<file path="config.mk">
export PLATFORM = sky130hd
export DESIGN_NAME = rca_4bit_adder
export DESIGN_NICKNAME = d
export VERILOG_FILES = /design/src/rtl/rca_4bit_adder_pkg.sv /design/src/rtl/rca_4bit_adder_full_adder.sv /design/src/rtl/rca_4bit_adder.sv
export SDC_FILE = /design/constraint.sdc
export NUM_CORES = 1
export LEC_CHECK = 0
export BUFFER_PORTS_ARGS = -buffer_cell sky130_fd_sc_hd__buf_2
export CORE_AREA = 8 8 45 47
export CTS_CLUSTER_DIAMETER = 30
export DETAILED_ROUTE_END_ITERATION = 10
export DIE_AREA = 0 0 53 55
export PLACE_DENSITY = 0.4
export SYNTH_ARGS = -nofsm -noshare
export SYNTH_HDL_FRONTEND = slang
export SYNTH_SLANG_ARGS = --single-unit
</file>
<file path="constraint.sdc">
create_clock -name clk -period 2.7 [get_ports clk]
set_input_delay 0.135 -clock clk [delete_from_list [all_inputs] [get_ports clk]]
set_output_delay 0.135 -clock clk [all_outputs]
set_load 0.005 [all_outputs]
</file>
<file path="src/rtl/rca_4bit_adder_pkg.sv">
// Shared width constant and word type for the registered ripple-carry adder.
package rca_4bit_adder_pkg;

    localparam int ADDER_W = 4;

    typedef logic [ADDER_W-1:0] adder_word_t;

endpackage : rca_4bit_adder_pkg

</file>
<file path="src/rtl/rca_4bit_adder_full_adder.sv">
// Single-bit full-adder cell; purely combinational, chained by the top level.
module full_adder (
    input  logic a,
    input  logic b,
    input  logic ci,
    output logic s,
    output logic co
);

    logic half_sum;

    assign half_sum = a ^ b;
    assign s        = half_sum ^ ci;
    assign co       = (a & b) | (ci & half_sum);

endmodule : full_adder

</file>
<file path="src/rtl/rca_4bit_adder.sv">
// Registered ripple-carry adder: {cout, s} = a + b + cin one cycle later,
// with signed overflow taken from the carries around the MSB cell.
module rca_4bit_adder
    import rca_4bit_adder_pkg::*;
#(
    parameter int WIDTH = ADDER_W
) (
    input  logic             clk,
    input  logic             rst_n,
    input  logic [WIDTH-1:0] a,
    input  logic [WIDTH-1:0] b,
    input  logic             cin,
    output logic [WIDTH-1:0] s,
    output logic             cout,
    output logic             ovf
);

    logic [WIDTH:0]   carry;
    logic [WIDTH-1:0] sum;
    logic             ovf_next;

    assign carry[0] = cin;

    // Pure ripple: each cell's carry-out feeds the next cell's carry-in.
    for (genvar gi = 0; gi < WIDTH; gi++) begin : g_chain
        full_adder u_fa (
            .a  (a[gi]),
            .b  (b[gi]),
            .ci (carry[gi]),
            .s  (sum[gi]),
            .co (carry[gi+1])
        );
    end

    assign ovf_next = carry[WIDTH] ^ carry[WIDTH-1];

    // NOTE: non-blocking assignments keep every flop sampling pre-edge values;
    // the reset is synchronous, so it only takes effect on a rising clk edge.
    always_ff @(posedge clk) begin
        if (!rst_n) begin
            s    <= '0;
            cout <= 1'b0;
            ovf  <= 1'b0;
        end else begin
            s    <= sum;
            cout <= carry[WIDTH];
            ovf  <= ovf_next;
        end
    end

endmodule : rca_4bit_adder

</file>
==> flow_summary_export.csv <==
group,metric,value,unit
status,status,"completed",
final_layout,multi_input_area,128,sq um
clock_tree,cts.clk_slew.worst_paths,40,ps
routing,wl_per_cell,8.05,um
routing,drc,0,
timing,relSlewSlack,0.929,
die,initial_core_util,0.198,
routing,dr.pass1.iters,2,
critical_path,critPathRequiredTime,2870,ps
placed_design,io_buffers,16,
placed_design,finalWeightedCongestion,0.623,
clock_tree,root_buffer,"clkbuf_4",
clock_tree,cts_sinks,6,
critical_path,crit_path_end_kind,"flop",
timing,grt_setup_unrepaired,"no",
final_layout,regArea,120,sq um
pwr,ir_drop,94.7,uV
run,drv_cap,0,
logic_synthesis,synth_area_per_cell,11.4,sq um
grt,grt_pass1_vias,206,
critical_path,critPathLaunchType,"input port",
routing,drtIter0Drc,1,
clock_tree,cts_setup_buffers,0,
timing,finalHoldViolations,0,
final_layout,final.fill_count,149,
routing,vias_per_cell,3.46,
timing,tightest_slew,107,ps
clock_tree,cts_buffers,3,
pwr,p_per_area,552,nW/um^2
timing,fin_hold_ws,154,ps
final_layout,fin_area,397,sq um
logic_synthesis,ys_seq_area_frac,0.438,
timing,fmax,577,MHz
logic_synthesis,synth_nets,39,
timing,final.setup.tns,0,ps
clock_tree,post_cts_resized,0,
pwr,p_leak,0.218,nW
routing,postRouteAntennaNets,0,
grt,grt_usage,0.0384,
critical_path,crit_start,"a[0]",
grt,grt_max_degree,7,
final_layout,layout-drive-gt1-share,0.442,
die,core,1380,sq um
die,die_h,55,um
grt,grt-ovfl-total,0,
logic_synthesis,netlist_instances,24,
die,pin_count,17,
timing,min_period,1730,ps
clock_tree,htreeDepth,1,
final_layout,final_util,0.287,
routing,dr_total_vias,204,
final_layout,layout.nets,60,
placed_design,hpwl,454,um
clock_tree,cts_tree,"yes",
critical_path,critPathKind,"in -> reg",
critical_path,arrival,1900,ps
logic_synthesis,synth_cell_type_count,7,
die,dieArea,2920,sq um
placed_design,dp.cells,56,
final_layout,antenna_cells,0,
clock_tree,ctsLongestPathBuffers,2,
timing,drv_slew,0,
grt,grt_pass1_wl,765,um
worst_hold_path,hold_start,"rst_n",
routing,wl,475,um
placed_design,dpl_cell_area,374,sq um
die,rows,14,
critical_path,crit_path_max_fanout,2,
die,die_x,53,um
worst_hold_path,hp-class,"in -> reg",
logic_synthesis,yosysWarnings,0,
logic_synthesis,ys_ff_latch,6,
final_layout,area_growth,44.7,%
logic_synthesis,syn_area,274,sq um
timing,fin_crit_sh,0.642,
clock_tree,cts_hold_buffers,0,
final_layout,layout.cells.non_filler,59,
grt,antenna_found_initial,0,
timing,setup_violations,0,
## stage by stage
stage | setup WS (ps) | total power (W)
6_report | 966 | 0.000219
5_1_grt | 861 | 0.000236
4_1_cts | 963 | 0.000225
3_5_place_dp | 717 | 0.000147
3_3_place_gp | 729 | 0.000147
2_1_floorplan | 898 | 0.000125
## kinds of logic (layout without fill, tap and decap cells)
group	count (synthesis)	in the layout	share of synthesized area
buf+inv	7	26	0.0959
simple gates	6	6	0.142
xor+xnor	1	1	0.0320
fa+ha+maj	4	4	0.292
flops	6	6	0.438
## placed cells by master (no fill, tap or decap), drive strengths merged
| cell type | count |
|---|---|
| and2 | 3 |
| buf | 16 |
| dfxtp | 6 |
| xnor2 | 1 |
| clkbuf | 3 |
| and2b | 1 |
| fa | 4 |
| inv | 7 |
| nor2b | 2 |
## where the power goes
group          switching [W]  internal [W]
registers         0.00000182     0.0000993
logic              0.0000185     0.0000239
clock network      0.0000257     0.0000498
## path summary, 6_finish.rpt
check	to	slack, ps	cells after the start
worst min-delay path	ovf$_SDFF_PN0_	150	2
worst max-delay path	s[3]$_SDFF_PN0_	970	9
## critical path, stage by stage
cell	delay, ps
buf_2	110
fa_1	400
inv_1	70
fa_1	150
inv_1	50
fa_1	400
inv_1	90
fa_1	400
nor2b_1	110
## synth_stat cells
cell type | instances | area (sq um)
inv_1 | 7 | 26.3
fa_1 | 4 | 80.1
dfxtp_1 | 6 | 120
xnor2_1 | 1 | 8.76
and2b_1 | 1 | 7.51
nor2b_1 | 2 | 12.5
and2_1 | 3 | 18.8
## area by class of cell
type                       instances  share of cell area
clock buffer                       3              0.0568
inverter                           7              0.0662
multi-input combinational         11               0.322
sequential                         6               0.303
tap                               16              0.0505
timing repair buffer              16               0.202
## registers in the layout, summed over array words and instances, names as in the netlist
name / cells
ovf: 1
cout: 1
s: 4
## metal layers
layer	up-vias	GRT usage	part of all wire
met4	0	0.0517	0.013
met5	-	0	0
li1	103	-	-
met2	9	0.0586	0.52
met3	2	0.0267	0.20
met1	90	0.0277	0.26
Power figures use the tool's default switching activity.
